--- src/rtl/bmp_master_collector.sv ---
// Collects one frame of words from the arbiter master port into a FWFT FIFO and
// streams them out with an incrementing destination address.
module bmp_master_collector #(
    parameter int DATA_BUS_SIZE = 32,
    parameter int DEPTH         = 16,
    parameter int ADDR_W        = 16
) (
    input  logic                     clk,
    input  logic                     rst_n,
    input  logic [DATA_BUS_SIZE-1:0] in_data,
    input  logic                     in_valid,
    input  logic                     in_cmplt,
    output logic                     in_ready,
    input  logic [ADDR_W-1:0]        base_addr,
    output logic [DATA_BUS_SIZE-1:0] out_data,
    output logic [ADDR_W-1:0]        out_addr,
    output logic                     out_valid,
    input  logic                     out_ready,
    output logic                     frame_done,
    output logic [15:0]              frame_words
);
    localparam int PW = $clog2(DEPTH);
    localparam int CW = PW + 1;

    typedef enum logic [1:0] {IDLE, ACTIVE, DRAIN, DONE} state_t;

    state_t                   state_q, state_d;
    logic [DATA_BUS_SIZE-1:0] mem_q [DEPTH];
    logic [PW-1:0]            wr_ptr_q, wr_ptr_d, rd_ptr_q, rd_ptr_d;
    logic [CW-1:0]            count_q, count_d;
    logic [ADDR_W-1:0]        addr_q, addr_d;
    logic [15:0]              fw_q, fw_d;
    logic                     push, pop;

    assign in_ready    = (count_q != CW'(DEPTH)) && (state_q == IDLE || state_q == ACTIVE);
    assign out_valid   = (count_q != '0);
    assign out_data    = out_valid ? mem_q[rd_ptr_q] : '0;
    assign out_addr    = addr_q;
    assign frame_done  = (state_q == DONE);
    assign frame_words = fw_q;

    assign push = in_valid && in_ready;
    assign pop  = out_valid && out_ready;

    // DEPTH is a power of two, so the pointers wrap naturally.
    always_comb begin
        wr_ptr_d = push ? wr_ptr_q + PW'(1) : wr_ptr_q;
        rd_ptr_d = pop  ? rd_ptr_q + PW'(1) : rd_ptr_q;
        count_d  = count_q + CW'(push) - CW'(pop);
    end

    always_comb begin
        state_d = state_q;
        addr_d  = pop ? addr_q + ADDR_W'(1) : addr_q;
        fw_d    = fw_q;
        case (state_q)
            IDLE: begin
                // FIFO is empty in IDLE, so no pop competes with the base latch.
                if (push) begin
                    addr_d  = base_addr;
                    fw_d    = 16'd1;
                    state_d = in_cmplt ? DRAIN : ACTIVE;
                end else if (in_cmplt) begin
                    fw_d    = 16'd0;
                    state_d = DONE;
                end
            end
            ACTIVE: begin
                if (push && fw_q != 16'hFFFF) fw_d = fw_q + 16'd1;
                // Skip DRAIN when the FIFO empties on the completing edge itself.
                if (in_cmplt) state_d = (count_d == '0) ? DONE : DRAIN;
            end
            DRAIN: begin
                if (count_d == '0) state_d = DONE;
            end
            DONE: begin
                state_d = IDLE;
            end
            default: state_d = IDLE;
        endcase
    end

    always_ff @(posedge clk or negedge rst_n) begin
        if (!rst_n) begin
            state_q  <= IDLE;
            wr_ptr_q <= '0;
            rd_ptr_q <= '0;
            count_q  <= '0;
            addr_q   <= '0;
            fw_q     <= '0;
        end else begin
            state_q  <= state_d;
            wr_ptr_q <= wr_ptr_d;
            rd_ptr_q <= rd_ptr_d;
            count_q  <= count_d;
            addr_q   <= addr_d;
            fw_q     <= fw_d;
        end
    end

    // Storage needs no reset: out_data is masked while the FIFO is empty.
    always_ff @(posedge clk) begin
        if (push) mem_q[wr_ptr_q] <= in_data;
    end
endmodule

--- config.mk ---
export PLATFORM = sky130hd
export DESIGN_NAME = bmp_master_collector
export DESIGN_NICKNAME = d
export VERILOG_FILES = /design/src/rtl/bmp_master_collector.sv
export SDC_FILE = /design/constraint.sdc
export NUM_CORES = 1
export LEC_CHECK = 0
export CAP_MARGIN = 25
export CORE_MARGIN = 4
export CORE_UTILIZATION = 40
export CTS_BUF_LIST = sky130_fd_sc_hd__clkbuf_8
export CTS_CLUSTER_SIZE = 20
export DETAILED_ROUTE_END_ITERATION = 8
export GPL_TIMING_DRIVEN = 0
export PLACE_DENSITY_LB_ADDON = 0.2
export SYNTH_ARGS = -nofsm -noshare
export SYNTH_HDL_FRONTEND = slang
export SYNTH_SLANG_ARGS = --single-unit
--- constraint.sdc ---
create_clock -name clk -period 7.1 [get_ports clk]
set_clock_uncertainty 0.2 [all_clocks]
set_input_delay 1.42 -clock clk [delete_from_list [all_inputs] [get_ports clk]]
set_output_delay 1.42 -clock clk [all_outputs]
set_load 0.01 [all_outputs]
==> key figures <==
Status
  – Status: finished, final reports clean

Power
  – Seq pwr share: 39.8%
  – Sw frac: 30.8%
  – Leakage: 8.70 nW
  – Pwr dens: 380 nW/um^2
  – Clk pwr share: 24.7%
  – Sw Pwr: 3.10 mW
  – Combinational share of power: 35.5%
  – Worst vdd ir: 0.000194 V
  – Cell-internal power: 6.97 mW

Synth
  – Post-synthesis compound-gate area fraction: 0.882%
  – Yosys cell types: 41
  – Post-Synth Simple-Gate Area: 3.85%
  – Syn_nets: 1,118
  – Largest family of logic cells by synthesized area: multiplexers
  – Seq cells post-synth: 559
  – Syn Area/Cell: 21.2 sq um
  – Sequential fraction of the synthesis area: 74.8%
  – Synth Area in Adders: 1.11%
  – Area of the mapped netlist: 22,100 sq um
  – Multiplexer share of the synthesized area: 16.4%
  – Number of enable flip-flop cells after synthesis: 512
  – Predominant post-synthesis flop cell: edfxtp_1
  – Synth async-reset ratio: 8.41%
  – Cells after Synth: 1,046
  – Yosys Warn Count: 0
  – Synth Area in XOR/XNOR: 1.50%

Final layout
  – Fin nets: 1,366
  – Register area: 16,600 sq um
  – Antenna Cells: 0
  – Area grow syn2layout: 19.6%
  – Multi-input gate area: 5370 sq um
  – Share of cells above drive strength 1: 25.1%
  – Leading cell types in the layout, fill and taps excluded: 512 x edfxtp_1, 160 x mux4_2, 118 x clkdlybuf4s50_1
  – Non-filler cells, final: 2,054
  – Most common cell after layout, fill and taps aside: edfxtp_1
  – Filler cells: 4,505
  – Design area: 26,500 sq um

Setup path
  – CP delay by family, top: buffers and inverters
  – RR Startpoint: state_q[1]
  – Worst Path Required: 5.48 ns
  – Slowest stage delay, CP: 0.85 ns
  – CP Launch Point: rd_ptr_q[1]
  – CP max-delay cell: clkbuf_1
  – Crit-path cells: clkbuf_1 > clkbuf_1 > mux4_2 > mux4_2 > and2_1 > clkdlybuf4s50_1
  – CP Capture Type: output pin
  – RR Endpoint: state_q[0]
  – Largest fanout on the critical path: 10
  – R2R depth: 15
  – Worst Path Buf+Inv: 3
  – Kind of critical path: flop to output pin
  – Critical path depth: 6
  – Setup slack, reg-to-reg: 2.69 ns
  – CP startpoint kind: flop
  – Setup crit end: out_data[17]
  – CP arrival: 4.06 ns

Route
  – Vias/cell: 5.35
  – Drc violations: 0
  – DRT Pass-1 Iters: 5
  – Final wirelength: 51,400 um
  – Drt initial violations: 876
  – Via Count: 11,000
  – Final ANT Viol Nets: 0
  – Wirelength per Cell: 25.0 um

Place
  – Post-DP Area: 24,900 sq um
  – Routability cong.: 0.749
  – Final HPWL DP: 32,900 um
  – IO buf count: 119
  – Placed instance count: 1,895

GRT
  – Total gr overflow: 0
  – Vias in the first global route: 11,700
  – First-pass GRT wire length: 76,000 um
  – Largest net degree at the start of global routing: 38
  – GRT Util Overall: 17.4%
  – Antenna violations before repair: 4

STA
  – Worst-Margin Slew: 1.07 ns
  – RSZ-0062 raised after global routing: no
  – Final Hold Viols: 0
  – Relative slew margins: 28.5%
  – Final worst-path cycle share: 80.0%
  – Final Max Tran Viols: 0
  – Tmin final: 5.68 ns
  – Worst hold margin: 0.359 ns
  – Fmax: 176 MHz
  – Final Setup Violations: 0

Clock tree
  – CTS Sinks: 559
  – Number of setup buffers added after CTS: 0
  – H-tree Lvls: 3
  – Resized cells post-CTS: 0
  – TritonCTS clock tree: done
  – Max Buffers Root-to-Sink: 3
  – Hold_buf cts: 0
  – Total clock buffers created by CTS: 92
  – Worst-path clk slew: 0.06 ns
  – Root buf cell: clkbuf_8
  – Skew-Pair Late Insertion Delay: 0.66 ns

Floorplan
  – Die Wd: 243 um
  – Die Height: 243 um
  – Row count: 85
  – Core area: 54,200 sq um
  – Die Area: 59,100 sq um
  – Initial Utilization: 40.8%
  – Ports: 120

Run
  – Maxcap violations: 0

Hold path
  – Worst Hold Launch: count_q[0]
  – Min-delay worst type: flop to flop
[cells in the mapped netlist, drive strengths merged (2+ instances only)]
| cell | instances | share of area [%] |
|---|---|---|
| dfrtp | 47 | 5.3 |
| nor3 | 7 | 0.16 |
| nand2 | 24 | 0.41 |
| xnor2 | 12 | 0.48 |
| xor2 | 26 | 1.0 |
| a21o | 2 | 0.068 |
| nand2b | 5 | 0.14 |
| ha | 18 | 1.0 |
| and3 | 7 | 0.20 |
| nor2 | 52 | 0.88 |
| and2 | 35 | 0.99 |
| or4 | 2 | 0.068 |
| buf | 34 | 0.85 |
| mux4 | 160 | 16 |
| edfxtp | 512 | 69 |
| or3 | 2 | 0.057 |
| o21ai | 4 | 0.090 |
| a21oi | 22 | 0.50 |
| nand4 | 12 | 0.34 |
| inv | 14 | 0.24 |
| nand4b | 3 | 0.12 |
| nand3 | 11 | 0.25 |
| mux2 | 2 | 0.10 |
| and4 | 2 | 0.090 |
| clkbuf | 19 | 0.32 |
[power by group through the flow]
stage | logic (mW) | clock network (mW) | registers (mW)
2_1_floorplan | 2.15 | 0 | 4.07
3_3_place_gp | 3.49 | 0 | 4.08
3_5_place_dp | 3.65 | 0 | 4.07
4_1_cts | 3.66 | 2.56 | 4.00
5_1_grt | 3.87 | 2.72 | 4.03
6_report | 3.58 | 2.49 | 4.00
[cell families (layout without fill, tap and decap cells)]
logic type / count (synthesis) / after routing
compound gates: 34 / 34
xor+xnor: 38 / 38
fa+ha+maj: 19 / 19
buf+inv: 67 / 379
flops: 559 / 559
mux: 163 / 163
simple gates: 166 / 166
[routing by layer]
| layer | global-route usage [%] | vias to the layer above | wire length, um | part of all wire [%] |
|---|---|---|---|---|
| met5 | 0 | - | 37 | 0.072 |
| met4 | 4.18 | 6 | 928 | 1.8 |
| met3 | 4.65 | 81 | 3040 | 5.9 |
| met2 | 28.8 | 314 | 25400 | 49 |
| met1 | 23.3 | 5820 | 22000 | 43 |
| li1 | - | 4773 | - | - |
[state kept, by name (all words and copies together), names as in the netlist]
| signal | cells |
|---|---|
| frame_words | 16 |
| wr_ptr_q | 4 |
| out_addr | 16 |
| state_q | 2 |
| mem_q | 512 |
| rd_ptr_q | 4 |
| count_q | 5 |
[metrics by stage]
stage               power [mW]  setup WS, ns  TNS, ns  utilization, %
floorplan                 6.22          2.10        0               -
global placement          7.57         -1.38  -171.88            44.6
detailed placement        7.72          1.80        0            45.8
CTS                       10.2          1.36        0            48.8
global route              10.6          1.30        0            48.8
finish                    10.1          1.42        0            48.8
[worst min path at each step]
stage / depth (start not counted) / to
after global placement: 1 / count_q[0]
final: 1 / count_q[0]
after floorplan: 1 / state_q[1]
after detailed placement: 1 / count_q[0]
after global routing: 1 / count_q[0]
after CTS: 1 / count_q[0]
[final cells by class]
cell class / instances / area share, %
clock inverter: 61 / 0.983
multi-input combinational: 420 / 20.3
buffer: 53 / 0.983
tap: 696 / 3.29
timing repair buffer: 154 / 6.68
inverter: 14 / 0.199
clock buffer: 97 / 5.04
sequential: 559 / 62.5
(Power assumes the default switching activity.)
